### config.mk
export PLATFORM = sky130hd
export DESIGN_NAME = lcd_frame_scheduler_flat
export DESIGN_NICKNAME = d
export VERILOG_FILES = /design/src/rtl/lcd_frame_scheduler_if.sv /design/src/rtl/lcd_frame_scheduler.sv /design/src/flat_wrapper.sv
export SDC_FILE = /design/constraint.sdc
export NUM_CORES = 1
export LEC_CHECK = 0
export BUFFER_PORTS_ARGS = -buffer_cell sky130_fd_sc_hd__buf_2
export CORE_ASPECT_RATIO = 0.9
export CORE_MARGIN = 2
export CORE_UTILIZATION = 50
export CTS_CLUSTER_DIAMETER = 100
export DETAILED_ROUTE_END_ITERATION = 8
export GPL_ROUTABILITY_DRIVEN = 1
export PLACE_DENSITY = 0.79
export REMOVE_ABC_BUFFERS = 1
export SYNTH_ARGS = -nofsm -noshare
export SYNTH_HDL_FRONTEND = slang
export SYNTH_SLANG_ARGS = --single-unit
export TNS_END_PERCENT = 1
### constraint.sdc
create_clock -name clk -period 5.85 [get_ports clk]
set_input_delay 0.8775 -clock clk [delete_from_list [all_inputs] [get_ports clk]]
set_output_delay 0.8775 -clock clk [all_outputs]
set_load 0.005 [all_outputs]
### src/rtl/lcd_frame_scheduler_if.sv
// Frame-report bus from the switch ports to the LCD frame scheduler.
//   frame_valid   : per-port one-cycle strobe, bit i = port i
//   frame_addr    : per-port address byte ([7:4] dest, [3:0] src), port i in [i]
//   frame_payload : per-port payload byte, port i in [i]
// master = switch-port side (drives), slave = scheduler side (samples).
interface lcd_frame_scheduler_if #(
  parameter int NUM_PORTS = 4
);
  logic [NUM_PORTS-1:0]       frame_valid;
  logic [NUM_PORTS-1:0][7:0]  frame_addr;
  logic [NUM_PORTS-1:0][7:0]  frame_payload;

  modport master (output frame_valid, frame_addr, frame_payload);
  modport slave  (input  frame_valid, frame_addr, frame_payload);
endinterface

### src/rtl/lcd_frame_scheduler.sv
// LCD frame scheduler: buffers one reported frame per switch port and shares
// the single text LCD among the ports round-robin, keeping each granted frame
// on the display outputs for at least HOLD_CYCLES unfrozen cycles.
// Ports:
//   clk, rst_n    : clock (shared with the LCD driver), async active-low reset
//   frm (slave)   : per-port frame strobes with address/payload bytes
//   freeze        : stalls the hold counter; capture keeps running
//   addr_out      : address byte of the displayed frame
//   payload_out   : payload byte of the displayed frame
//   disp_valid    : a frame has been shown since reset
//   cur_port      : port index of the displayed frame
//   busy          : a frame is inside its hold window
//   pending       : per-port "frame waiting" flags
//   overflow_cnt  : saturating count of frames overwritten before display

// One buffered frame for one port.
module lcd_frame_slot (
  input  logic       clk,
  input  logic       rst_n,
  input  logic       cap,         // new frame strobe from the port
  input  logic       take,        // this slot is granted this edge
  input  logic [7:0] addr_in,
  input  logic [7:0] payload_in,
  output logic [7:0] addr,
  output logic [7:0] payload,
  output logic       pending,
  output logic       lost         // a waiting frame is being overwritten
);
  // Capturing on the grant edge is not a loss: the grant reads the old
  // contents, and the new frame becomes the next pending one.
  assign lost = cap & pending & ~take;

  always_ff @(posedge clk or negedge rst_n) begin
    if (!rst_n) begin
      addr    <= 8'h00;
      payload <= 8'h00;
      pending <= 1'b0;
    end else begin
      if (cap) begin
        addr    <= addr_in;
        payload <= payload_in;
      end
      if (cap)       pending <= 1'b1;
      else if (take) pending <= 1'b0;
    end
  end
endmodule

module lcd_frame_scheduler #(
  parameter int NUM_PORTS   = 4,
  parameter int HOLD_CYCLES = 1288,
  parameter int CNT_W       = 16
) (
  input  logic                 clk,
  input  logic                 rst_n,
  lcd_frame_scheduler_if.slave frm,
  input  logic                 freeze,
  output logic [7:0]           addr_out,
  output logic [7:0]           payload_out,
  output logic                 disp_valid,
  output logic [1:0]           cur_port,
  output logic                 busy,
  output logic [NUM_PORTS-1:0] pending,
  output logic [7:0]           overflow_cnt
);
  typedef enum logic {IDLE, HOLD} state_t;

  state_t                    state, state_nx;
  logic [CNT_W-1:0]          hold_cnt, hold_cnt_nx;
  logic [1:0]                last_grant;
  logic [1:0]                win;
  logic                      grant;
  logic [NUM_PORTS-1:0]      take, lost;
  logic [NUM_PORTS-1:0][7:0] slot_addr, slot_payload;
  logic [2:0]                ovf_inc;
  logic [8:0]                ovf_sum;

  for (genvar i = 0; i < NUM_PORTS; i++) begin : g_slot
    lcd_frame_slot u_slot (
      .clk        (clk),
      .rst_n      (rst_n),
      .cap        (frm.frame_valid[i]),
      .take       (take[i]),
      .addr_in    (frm.frame_addr[i]),
      .payload_in (frm.frame_payload[i]),
      .addr       (slot_addr[i]),
      .payload    (slot_payload[i]),
      .pending    (pending[i]),
      .lost       (lost[i])
    );
  end

  // Round-robin search from last_grant+1. Scanning the farthest candidate
  // first and letting nearer hits overwrite leaves the nearest pending port.
  always_comb begin
    win = last_grant;
    for (int k = NUM_PORTS; k >= 1; k--) begin
      if (pending[last_grant + 2'(k)]) win = last_grant + 2'(k);
    end
  end

  always_comb begin
    state_nx    = state;
    hold_cnt_nx = hold_cnt;
    grant       = 1'b0;
    case (state)
      IDLE: if (|pending) grant = 1'b1;
      HOLD: begin
        if (!freeze) begin
          if (hold_cnt == CNT_W'(HOLD_CYCLES - 1)) begin
            if (|pending) grant = 1'b1;
            else begin
              state_nx    = IDLE;
              hold_cnt_nx = '0;
            end
          end else begin
            hold_cnt_nx = hold_cnt + 1'b1;
          end
        end
      end
      default: state_nx = IDLE;
    endcase
    if (grant) begin
      state_nx    = HOLD;
      hold_cnt_nx = '0;
    end
  end

  always_comb begin
    take      = '0;
    take[win] = grant;
  end

  // Several ports may lose a frame on the same edge; count each one.
  always_comb begin
    ovf_inc = '0;
    for (int i = 0; i < NUM_PORTS; i++) ovf_inc = ovf_inc + 3'(lost[i]);
    ovf_sum = {1'b0, overflow_cnt} + {6'b0, ovf_inc};
  end

  assign busy = (state == HOLD);

  always_ff @(posedge clk or negedge rst_n) begin
    if (!rst_n) begin
      state        <= IDLE;
      hold_cnt     <= '0;
      last_grant   <= 2'd3;
      addr_out     <= 8'h00;
      payload_out  <= 8'h00;
      cur_port     <= 2'd0;
      disp_valid   <= 1'b0;
      overflow_cnt <= 8'h00;
    end else begin
      state        <= state_nx;
      hold_cnt     <= hold_cnt_nx;
      overflow_cnt <= ovf_sum[8] ? 8'hFF : ovf_sum[7:0];
      if (grant) begin
        addr_out    <= slot_addr[win];
        payload_out <= slot_payload[win];
        cur_port    <= win;
        last_grant  <= win;
        disp_valid  <= 1'b1;
      end
    end
  end
endmodule

### src/flat_wrapper.sv
// flat-port wrapper written by rule: the top's interface ports become plain ports
module lcd_frame_scheduler_flat 
#(
  parameter int NUM_PORTS   = 4,
  parameter int HOLD_CYCLES = 1288,
  parameter int CNT_W       = 16
)
  (clk, rst_n, freeze, addr_out, payload_out, disp_valid, cur_port, busy, pending, overflow_cnt, frm_frame_valid, frm_frame_addr, frm_frame_payload);
  lcd_frame_scheduler_if #(.NUM_PORTS(NUM_PORTS)) frm_i ();
  input  logic clk;
  input  logic rst_n;
  input  logic freeze;
  output logic [7:0] addr_out;
  output logic [7:0] payload_out;
  output logic disp_valid;
  output logic [1:0] cur_port;
  output logic busy;
  output logic [NUM_PORTS-1:0] pending;
  output logic [7:0] overflow_cnt;
  input wire logic [$bits(frm_i.frame_valid)-1:0] frm_frame_valid;
  input wire logic [$bits(frm_i.frame_addr)-1:0] frm_frame_addr;
  input wire logic [$bits(frm_i.frame_payload)-1:0] frm_frame_payload;
  assign frm_i.frame_valid = frm_frame_valid;
  assign frm_i.frame_addr = frm_frame_addr;
  assign frm_i.frame_payload = frm_frame_payload;
  lcd_frame_scheduler #(.NUM_PORTS(NUM_PORTS), .HOLD_CYCLES(HOLD_CYCLES), .CNT_W(CNT_W)) u_core (.clk(clk), .rst_n(rst_n), .frm(frm_i), .freeze(freeze), .addr_out(addr_out), .payload_out(payload_out), .disp_valid(disp_valid), .cur_port(cur_port), .busy(busy), .pending(pending), .overflow_cnt(overflow_cnt));
endmodule
==> metrics.csv, run 1 <==
stage;metric;value;unit
setup_path;worstSetupEndpointType;register;
global_routing;grt_usage;0.231;
setup_path;cp_cell_sequence;or4b_4 -> o41ai_4 -> nand4b_4 -> o21ai_0 -> nor2_1 -> ha_1 -> fa_1 -> ha_1 -> inv_1 -> fa_1 -> inv_1 -> a21oi_1 -> nor2_1 -> mux2_2;
logic_synthesis;yosysWarnings;0;
cells_and_area;layout-drive-gt1-share;0.395;
global_routing;antenna_found_initial;0;
placement;gp_congestion;0.819;
cells_and_area;nFillCells;830;
clock_tree;post_cts_buffers;0;
cells_and_area;final_util;0.622;
timing;slew_viol_final;0;
timing;tightest_slew;1.09;ns
floorplanning;num_rows;35;
placement;io_buffers;102;
clock_tree;htreeDepth;4;
global_routing;grt_max_degree;65;
power;power_frac_comb;0.140;
logic_synthesis;synth_flop_cell;dfrtp_1;
power;power.density;343;mW/mm²
logic_synthesis;yosysUniqueCellTypes;59;
route;wl_per_cell;18.7;µm
global_routing;grt-ovfl-total;0;
clock_tree;holdBufCountCts;0;
global_routing;grt_pass1_wl;20200;µm
logic_synthesis;ys_ff_latch;114;
clock_tree;numCtsBuffers;17;
setup_path;crit_arrival;4.84;ns
cells_and_area;antenna_cells;0;
route;final_antenna_net_count;0;
timing;fin_crit;4.54;ns
logic_synthesis;syn_area_per_cell;12.5;µm²
floorplanning;coreArea;0.0103;mm²
status;status;finished, violations left;
setup_path;required;6.15;ns
min_path;hp-class;reg2reg;
setup_path;slowest_stage;or4b_4;
clock_tree;cts_tree;done;
setup_path;crit_type;reg2reg;
cells_and_area;nets;608;
timing;grt_setup_unrepaired;false;
min_path;hp-start;u_core.disp_valid$_DFFE_PN0P_;
status;failed_checks;DRC;
clock_tree;cts.sinks;114;
floorplanning;die_h;102;µm
clock_tree;cts_max_path_buffers;2;
logic_synthesis;synthesis.instances;428;
power;p_sw;599;µW
logic_synthesis;synthArstFlopShare;1.00;
setup_path;cp_max_fo;19;
timing;setup_tns;0;ns
power;pwr-share-clk;0.427;
power;intPower;1600;µW
route;drt_iter0_drc;264;
cells_and_area;layout_common_cells;dfrtp_1 (112), buf_2 (101), mux2_2 (66), nand2_1 (39), mux2i_1 (32);
setup_path;cp-startpoint;u_core.hold_cnt[9]$_DFFE_PN0P_;
route;dr.pass1.iters;6;
power;p_seq_frac;0.433;
route;vias;3792;
clock_tree;insertion_delay;0.41;ns
route;drc_errors;2;
clock_tree;ctsResizeCount;0;
cells_and_area;layout_commonest_cell;dfrtp_1;
timing;clock_skew;0.00923;ns
power;irDropWorstVdd;0.224;mV
floorplanning;die_area;0.0115;mm²
placement;dpl_cell_area;0.00589;mm²
power;total_power;2200;µW
timing;timing.fmax;220;MHz
power;power_leakage;0.00294;µW
global_routing;grt_pass1_vias;4052;
timing;maxSlewHeadroom;0.276;
setup_path;start_kind;register;
floorplanning;fp.dieW;113;µm
logic_synthesis;yosysSeqAreaShare;0.534;
setup_path;rrSetupSlack;1.31;ns
timing;finalSetupViolCount;0;
setup_path;cpPeakStageDelay;0.60;ns
timing;post-route-period-util;0.777;
power;p_sw_frac;0.272;
route;finalWirelength;12600;µm
logic_synthesis;synth_edf_count;0;
placement;dp_hpwl;8360;µm
cells_and_area;final_area;0.00643;mm²
cells_and_area;synthToLayoutAreaGrowth;20.2;%
clock_tree;path_clk_slew;0.05;ns
flow_run;drv_cap;0;
route;routed_via_density;5.65;
clock_tree;clk_root_buffer_cell;clkbuf_16;
logic_synthesis;syn_area;0.00535;mm²
setup_path;r2r_start;u_core.hold_cnt[9]$_DFFE_PN0P_;
floorplanning;start_util;0.518;
timing;hold_viol_final;0;
floorplanning;boundaryPins;103;
==> worst paths after layout <==
kind / depth (start not counted) / to
min in group asynchronous: 1 / u_core.hold_cnt[6]$_DFFE_PN0P_
max in group asynchronous: 2 / u_core.g_slot[0].u_slot.addr[1]$_DFFE_PN0P_
worst max register to register: 14 / u_core.overflow_cnt[6]$_DFF_PN0_
worst min-delay path: 1 / u_core.disp_valid$_DFFE_PN0P_
worst min register to register: 1 / u_core.disp_valid$_DFFE_PN0P_
worst max-delay path: 14 / u_core.overflow_cnt[6]$_DFF_PN0_
==> sequential cells by signal, summed over array words and instances, names as in the netlist <==
signal                        cells
u_core.payload_out                8
u_core.g_slot.u_slot.pending      4
u_core.disp_valid                 1
u_core.addr_out                   8
u_core.g_slot.u_slot.addr        32
u_core.hold_cnt                  16
u_core.busy                       1
u_core.g_slot.u_slot.payload     32
u_core.overflow_cnt               8
u_core.cur_port                   2
u_core.last_grant                 2
==> kinds of logic (layout without fill, tap and decap cells) <==
group | after synthesis | count (layout) | share of synthesized area
flip-flops | 114 | 114 | 0.534
AND/OR/NAND/NOR | 104 | 104 | 0.105
buffers and inverters | 34 | 148 | 0.0360
multiplexers | 98 | 98 | 0.199
AO/OA/AOI/OAI | 57 | 57 | 0.0835
XOR/XNOR | 13 | 13 | 0.0213
adder cells (fa/ha/maj) | 8 | 8 | 0.0215
==> cells in the mapped netlist (3+ instances only) <==
cell,number,area [µm²]
a21o_1,5,37.5
a21oi_1,6,30.0
a22o_1,3,26.3
and2_1,3,18.8
and4_1,3,26.3
buf_4,5,37.5
buf_6,6,67.6
clkbuf_1,7,26.3
dfrtp_1,112,2800
ha_1,6,75.1
inv_1,13,48.8
mux2_2,66,743
mux2i_1,32,320
nand2_1,39,146
nand2b_1,6,37.5
nand3_1,5,25.0
nand4_1,5,31.3
nor2_1,20,75.1
nor3_1,3,15.0
o21a_1,5,37.5
o21ai_0,6,30.0
o221ai_1,16,140
xnor2_1,5,43.8
xor2_1,8,70.1
==> worst max-delay path: cells and delay by family, from the launching register on <==
family,cells,cell delay (ns)
AOI/OAI and AO/OA,3,0.91
buffers and inverters,2,0.13
muxes,1,0.34
and+or+nand+nor,4,1.22
DFF,1,0.42
adders and majority gates,4,1.43
==> routing by layer <==
layer	track usage	vias to the layer above	routed length, µm
li1	-	1740	-
met1	0.279	1929	5360
met2	0.390	103	6330
met3	0.0647	20	633
met4	0.102	0	247
met5	0	-	0
==> cell type report <==
cell class	count	area, µm²	share of cell area
timing repair buffer	103	520	0.0809
tap	129	161	0.0251
clock inverter	11	80.1	0.0125
sequential	114	2860	0.444
inverter	13	48.8	0.00759
clock buffer	21	460	0.0716
multi-input combinational	280	2300	0.358
==> through the flow <==
| step | cells | worst slack (ns) | hold slack, ns |
|---|---|---|---|
| 2_1_floorplan | 407 | 1.21 | 0.459 |
| 3_3_place_gp | 639 | 1.44 | 0.446 |
| 3_5_place_dp | 639 | 1.34 | 0.451 |
| 4_1_cts | 671 | 1.30 | 0.465 |
| 5_1_grt | 671 | 0.961 | 0.498 |
| 6_report | 671 | 1.31 | 0.458 |
==> power by group through the flow <==
stage	combinational, µW	sequential, µW	clock [µW]
after global routing	344	969	987
after CTS	312	954	950
after detailed placement	310	965	0
after floorplan	191	951	0
after global placement	291	958	0
final	308	955	941
No activity file was read; power rests on OpenSTA's default activity.
==> run 2, diff against run 1 <==
==> constraint.sdc (replaced) <==
create_clock -name clk -period 4.6 [get_ports clk]
set_input_delay 0.69 -clock clk [delete_from_list [all_inputs] [get_ports clk]]
set_output_delay 0.69 -clock clk [all_outputs]
set_load 0.005 [all_outputs]
==> run 2 against run 1 <==
The run still ends with DRC left. Power grew 32%. First-iteration DRC count fell by 12%. Critical path depth stayed put. Via count up 2.6%. Clock power rose by 37%. Core utilization increased by 0.90 points. Critical path type unchanged. Largest power group is now the clock network. Design area grew 1.4%. Final cell count increased by 0.89%. Wire length up 5.4%.
==> metrics.csv, run 2 (synthesis results as in run 1) <==
stage;metric;value;unit;change
status;status;finished, violations left;;
status;failed_checks;DRC;;
clock_tree;holdBufCountCts;0;;unchanged
power;p_seq_frac;0.419;;-0.014
timing;fin_crit;4.38;ns;-0.164 ns
floorplanning;die_h;102;µm;unchanged
clock_tree;clk_root_buffer_cell;clkbuf_16;;
cells_and_area;multi_input_area;0.00230;mm²;unchanged
cells_and_area;layout_common_cells;dfrtp_1 (112), buf_2 (101), mux2_2 (66), nand2_1 (39), mux2i_1 (32);;
power;p_sw;761;µW;+27%
floorplanning;boundaryPins;103;;unchanged
power;power_frac_comb;0.137;;-0.003
timing;hold_viol_final;0;;unchanged
clock_tree;path_clk_slew;0.05;ns;about the same
route;vias;3892;;+2.6%
clock_tree;cts_max_path_buffers;2;;unchanged
timing;clock_skew;0.00700;ns;-0.00224 ns
setup_path;crit_type;reg2reg;;
cells_and_area;fin_cells;677;;+0.89%
floorplanning;fp.dieW;113;µm;unchanged
timing;setup_tns;0;ns;unchanged
route;drc_errors;2;;unchanged
route;drt_iter0_drc;232;;-12%
placement;dpl_cell_area;0.00593;mm²;+0.64%
global_routing;grt-ovfl-total;0;;unchanged
cells_and_area;antenna_cells;0;;unchanged
cells_and_area;regArea;0.00286;mm²;unchanged
placement;io_buffers;102;;unchanged
power;p_sw_frac;0.261;;-0.0104
timing;finalSetupViolCount;0;;unchanged
timing;timing.fmax;228;MHz;+3.7%
global_routing;antenna_found_initial;0;;unchanged
route;routed_via_density;5.75;;+1.7%
setup_path;start_kind;register;;
timing;post-route-period-util;0.952;;+0.176
cells_and_area;final_area;0.00652;mm²;+1.4%
setup_path;cp-startpoint;u_core.hold_cnt[3]$_DFFE_PN0P_;;
route;final_antenna_net_count;0;;unchanged
power;pwr-share-clk;0.444;;+0.017
global_routing;grt_usage;0.239;;+0.00873
timing;slew_viol_final;0;;unchanged
floorplanning;coreArea;0.0103;mm²;unchanged
global_routing;grt_max_degree;76;;+17%
clock_tree;ctsResizeCount;0;;unchanged
clock_tree;insertion_delay;0.41;ns;about the same
cells_and_area;nets;614;;+0.99%
setup_path;r2r_start;u_core.hold_cnt[3]$_DFFE_PN0P_;;
clock_tree;post_cts_buffers;0;;unchanged
power;intPower;2150;µW;+34%
setup_path;cp_max_fo;6;;-13
route;dr.pass1.iters;7;;+1
clock_tree;htreeDepth;4;;unchanged
route;wl_per_cell;19.6;µm;+4.5%
timing;tightest_slew;1.10;ns;+0.0136 ns
setup_path;required;4.90;ns;-1.25 ns
clock_tree;cts.sinks;114;;unchanged
min_path;hp-class;in2async;;
timing;grt_setup_unrepaired;false;;
cells_and_area;nFillCells;754;;-9.2%
timing;maxSlewHeadroom;0.267;;-0.00909
placement;dp_cells;644;;+0.78%
cells_and_area;largestRegisters;u_core.g_slot.u_slot.addr x32, u_core.g_slot.u_slot.payload x32, u_core.hold_cnt x16;;
cells_and_area;synthToLayoutAreaGrowth;21.9;%;
power;irDropWorstVdd;0.232;mV;+3.3%
clock_tree;numCtsBuffers;17;;unchanged
placement;dp_hpwl;8540;µm;+2.2%
power;power.density;446;mW/mm²;+30%
floorplanning;num_rows;35;;unchanged
global_routing;grt_pass1_vias;4117;;+1.6%
placement;gp_congestion;0.861;;+5.0%
clock_tree;cts_tree;done;;
floorplanning;start_util;0.518;;unchanged
cells_and_area;layout-drive-gt1-share;0.403;;+0.00845
setup_path;worstSetupEndpointType;register;;
flow_run;drv_cap;0;;unchanged
setup_path;crit_arrival;4.68;ns;-0.16 ns
cells_and_area;layout_commonest_cell;dfrtp_1;;
power;power_leakage;0.00300;µW;+1.8%
floorplanning;die_area;0.0115;mm²;unchanged
global_routing;grt_pass1_wl;21000;µm;+4.1%
route;finalWirelength;13200;µm;+5.4%
-- run 2: changes by cell type in the layout (fill, tap and decap cells not counted) --
cell	before	now
clkbuf_1	2	1
bufinv_16	0	2
inv_6	3	2
buf_4	2	8
-- run 2: power by group through the flow --
| stage | clock network, µW | registers (µW) | logic, µW |
|---|---|---|---|
| after global routing | 1360 | 1230 | 444 |
| after floorplan | 0 | 1210 | 242 |
| after CTS | 1300 | 1220 | 405 |
| final | 1290 | 1220 | 399 |
| after detailed placement | 0 | 1230 | 396 |
| after global placement | 0 | 1220 | 371 |
-- run 2: worst paths after layout --
path,to,slack (ns),depth (start not counted)
min reg2reg,u_core.disp_valid$_DFFE_PN0P_,0.46,1
max,u_core.overflow_cnt[6]$_DFF_PN0_,0.22,14
max in group asynchronous,u_core.g_slot[3].u_slot.addr[2]$_DFFE_PN0P_,3.12,2
min in group clk,u_core.disp_valid$_DFFE_PN0P_,0.46,1
max reg2reg,u_core.overflow_cnt[6]$_DFF_PN0_,0.22,14
min,u_core.hold_cnt[2]$_DFFE_PN0P_,0.41,1
-- run 2: area by class of cell --
class | count | share of cell area
repair buffers | 109 | 0.0867
flip-flops and latches | 114 | 0.438
clock inverters | 12 | 0.0201
inverters | 13 | 0.00748
well taps | 129 | 0.0247
clock buffers | 20 | 0.0700
multi-input cells | 280 | 0.353
-- run 2: worst max-delay path: stages (launching register included) --
cell and delay (ns):
dfrtp_1 0.44, or4_4 0.60, nor4_4 0.36, a41oi_1 0.25
o31ai_1 0.34, nor2_1 0.08, ha_1 0.31, fa_1 0.40
ha_1 0.30, inv_1 0.06, fa_1 0.42, inv_1 0.08
a21oi_1 0.11, nor2_1 0.16, mux2_2 0.35
-- run 2: per-layer routing --
layer / GRT usage / vias up / share of wire
li1: - / 1757 / -
met1: 0.296 / 1977 / 0.42
met2: 0.404 / 140 / 0.50
met3: 0.0771 / 18 / 0.066
met4: 0.0769 / 0 / 0.013
met5: 0 / - / 0
-- run 2: metrics by stage --
stage	power [µW]	hold slack (ns)	worst slack, ns	utilization
2_1_floorplan	1450	0.394	-0.0433	-
3_3_place_gp	1590	0.455	0.355	0.573
3_5_place_dp	1630	0.450	0.231	0.573
4_1_cts	2930	0.463	0.172	0.630
5_1_grt	3040	0.490	0.0833	0.631
6_report	2910	0.408	0.219	0.631
==> run 3, diff against run 2 <==
--- a/config.mk
+++ b/config.mk
@@ -6,6 +6,7 @@
 export NUM_CORES = 1
 export LEC_CHECK = 0
 export BUFFER_PORTS_ARGS = -buffer_cell sky130_fd_sc_hd__buf_2
+export CAP_MARGIN = 20
 export CORE_ASPECT_RATIO = 0.9
 export CORE_MARGIN = 2
 export CORE_UTILIZATION = 50
@@ -16,5 +17,6 @@
 export REMOVE_ABC_BUFFERS = 1
 export SYNTH_ARGS = -nofsm -noshare
 export SYNTH_HDL_FRONTEND = slang
+export SYNTH_HIERARCHICAL = 1
 export SYNTH_SLANG_ARGS = --single-unit
 export TNS_END_PERCENT = 1
==> run 3 against run 2 <==
The run now ends clean. Clock-buffer cell count grew 6. Global-route usage grew 1.0 points. Setup slack gained 0.56 ns. Non-clock buffer count grew 2. Area after synthesis grew 6.0%. Final cell count grew 11%. Register-to-register slack gained 0.56 ns. Fmax grew 15%. Power grew 5.5%.
==> metrics.csv, run 3 <==
stage;metric;value;unit;change
status;status;complete, no violations;;
setup_path;cp_cell_sequence;nand2b_1 -> a21oi_2 -> nor2_1 -> nand3_1 -> nor2_1 -> inv_1 -> and3_2 -> fa_1 -> inv_1 -> fa_1 -> inv_1 -> fa_1 -> and3_1 -> nand3_1 -> nand2b_1;;
timing;timing.fmax;262;MHz;+15%
logic_synthesis;synth_flop_cell;dfrtp_1;;
placement;io_buffers;102;;unchanged
floorplanning;fp.dieW;116;µm;+2.9%
timing;tightest_slew;1.11;ns;+0.0142 ns
timing;clock_skew;0.00708;ns;+0.0000824 ns
logic_synthesis;yosysSeqAreaShare;0.503;;-0.0303
route;final_antenna_net_count;0;;unchanged
placement;post-place-ws;0.460;ns;+0.229 ns
clock_tree;path_clk_slew;0.05;ns;about the same
cells_and_area;largestRegisters;u_core/g_slot.u_slot/addr x32, u_core/g_slot.u_slot/payload x32, u_core/hold_cnt x16;;
clock_tree;post_cts_buffers;0;;unchanged
floorplanning;boundaryPins;103;;unchanged
logic_synthesis;yosysUniqueCellTypes;52;;-12%
clock_tree;clk_root_buffer_cell;clkbuf_16;;
cells_and_area;synthToLayoutAreaGrowth;20.4;%;
power;irDropWorstVdd;0.308;mV;+33%
logic_synthesis;ys_top_cells_by_count;dfrtp_1 (112), nand3_1 (72), o21ai_0 (37);;
cells_and_area;layout-drive-gt1-share;0.392;;-0.0110
floorplanning;die_h;105;µm;+2.8%
clock_tree;cts_max_path_buffers;2;;unchanged
clock_tree;ctsResizeCount;0;;unchanged
logic_synthesis;syn_area;0.00567;mm²;+6.0%
timing;holdWs;0.109;ns;-0.299 ns
cells_and_area;layout_commonest_cell;dfrtp_1;;
setup_path;crit_type;reg2reg;;
setup_path;cp_top_family;simple AND/OR/NAND/NOR gates;;
setup_path;crit_arrival;4.11;ns;-0.57 ns
cells_and_area;nets;663;;+8.0%
global_routing;use_met1;0.323;;+0.0266
global_routing;grt_pass1_vias;4457;;+8.3%
global_routing;busiest_layer;met2;;
setup_path;cp-startpoint;u_core/last_grant[0]$_DFFE_PN1P_;;
clock_tree;htreeDepth;4;;unchanged
logic_synthesis;synthesis.instances;490;;+14%
cells_and_area;layout_common_cells;dfrtp_1 (112), buf_2 (101), nand3_1 (72), o21ai_0 (36);;
timing;setup_ws;0.782;ns;+0.563 ns
clock_tree;cts.sinks;114;;unchanged
logic_synthesis;synthArstFlopShare;1.00;;unchanged
logic_synthesis;ys_ff_latch;114;;unchanged
floorplanning;num_rows;36;;+2.9%
global_routing;grt_usage;0.249;;+0.00998
timing;grt_setup_unrepaired;false;;
flow_run;drv_cap;0;;unchanged
setup_path;cpPeakStageDelay;0.65;ns;+0.05 ns
route;dr.pass1.iters;6;;-1
route;drc_errors;0;;-2
global_routing;grt.met2_usage;0.386;;-0.0182
clock_tree;numCtsBuffers;17;;unchanged
global_routing;grt_pass1_wl;23100;µm;+9.7%
placement;gp_congestion;0.867;;+0.79%
floorplanning;start_util;0.518;;about the same
logic_synthesis;yosysMostFrequentCell;dfrtp_1;;
power;power.density;450;mW/mm²;+0.79%
setup_path;required;4.89;ns;about the same
power;power_leakage;0.00308;µW;+2.9%
timing;maxSlewHeadroom;0.257;;-0.00950
timing;slew_viol_final;0;;unchanged
placement;dp_hpwl;9120;µm;+6.7%
clock_tree;holdBufCountCts;0;;unchanged
setup_path;start_kind;register;;
setup_path;r2r_start;u_core/last_grant[0]$_DFFE_PN1P_;;
logic_synthesis;synth_top_cell_area_share;0.494;;-0.0297
logic_synthesis;synth_top_cell_by_area;dfrtp_1;;
setup_path;worstSetupEndpointType;register;;
timing;finalSetupViolCount;0;;unchanged
clock_tree;cts_tree;done;;
global_routing;grtUsageMet3;0.0974;;+0.0203
route;wl_per_cell;18.9;µm;-3.5%
global_routing;antenna_found_initial;0;;unchanged
cells_and_area;antenna_cells;0;;unchanged
setup_path;slowest_stage;a21oi_2;;
clock_tree;insertion_delay;0.41;ns;about the same
logic_synthesis;ys_top_cells_by_area;dfrtp_1 (49%), mux2_4 (8.5%), nand3_1 (6.4%);;
setup_path;cp_max_fo;17;;+11
floorplanning;coreArea;0.0109;mm²;+5.9%
floorplanning;die_area;0.0122;mm²;+5.8%
global_routing;grt-ovfl-total;0;;unchanged
route;drt_iter0_drc;374;;+61%
global_routing;grt_max_degree;81;;+6.6%
timing;fin_crit;3.82;ns;-0.563 ns
timing;hold_viol_final;0;;unchanged
logic_synthesis;yosysWarnings;6;;+6
route;vias;4278;;+9.9%
timing;setup_tns;0;ns;unchanged
setup_path;crit_buf_inv;3;;+1
timing;post-route-period-util;0.830;;-0.122
logic_synthesis;synth_edf_count;0;;unchanged
route;finalWirelength;14200;µm;+7.1%
route;routed_via_density;5.70;;-0.91%
min_path;hp-class;in2async;;
logic_synthesis;syn_area_per_cell;11.6;µm²;-7.4%
[run 3: cell count changes in the layout (fill, tap and decap cells not counted), moves of 9 or more]
cell,delta
o221ai_1,-16
mux2_4,+32
o21ai_0,+30
xnor2_1,+9
a21boi_0,+15
mux2_2,-34
a31o_2,+13
mux2i_1,-31
nand3_1,+67
nand2_1,-26
[run 3: power by group]
part / leakage [µW] / total, µW / internal, µW / switching (µW)
Combinational: 0.00145 / 556 / 290 / 266
Clock: 0.000280 / 1240 / 806 / 432
Sequential: 0.00135 / 1280 / 1150 / 130
[run 3: logic make-up after synthesis]
group                      Yosys count  synth area share
and+or+nand+nor                    145             0.131
DFF                                114             0.503
adders and majority gates            5            0.0150
xor gates and xnor gates            17            0.0263
muxes                               65             0.150
AOI/OAI and AO/OA                   95             0.122
buffers and inverters               49            0.0523
[run 3: layout make-up]
class	count	area [µm²]
clock buffers	26	509
flip-flops and latches	114	2860
multi-input cells	327	2530
fillers	862	4120
inverters	16	60.1
well taps	152	190
clock inverters	5	50.0
repair buffers	111	636
[run 3: final timing paths]
check | end | slack [ns] | cells past startpoint
setup / recovery | u_core/overflow_cnt[1]$_DFF_PN0_ | 0.78 | 15
hold / removal | u_core/hold_cnt[12]$_DFFE_PN0P_ | 0.11 | 1
setup reg to reg | u_core/overflow_cnt[1]$_DFF_PN0_ | 0.78 | 15
hold reg to reg | u_core/g_slot[3].u_slot/addr[3]$_DFFE_PN0P_ | 0.50 | 1
max in group asynchronous | u_core/hold_cnt[8]$_DFFE_PN0P_ | 3.42 | 3
min in group clk | u_core/g_slot[3].u_slot/addr[3]$_DFFE_PN0P_ | 0.50 | 1
[run 3: through the flow]
stage | power (µW) | cell area, µm² | cells | utilization
3_3_place_gp | 1800 | 6180 | 716 | 0.565
3_5_place_dp | 1830 | 6200 | 717 | 0.566
2_1_floorplan | 1600 | 5440 | 457 | -
6_report | 3070 | 6830 | 751 | 0.624
4_1_cts | 3080 | 6760 | 748 | 0.617
5_1_grt | 3220 | 6830 | 751 | 0.624
[run 3: layer usage]
layer,part of all wire,routed length [µm]
met1,0.42,5960
met2,0.49,6970
met5,0,0
met4,0.0085,120
met3,0.080,1130
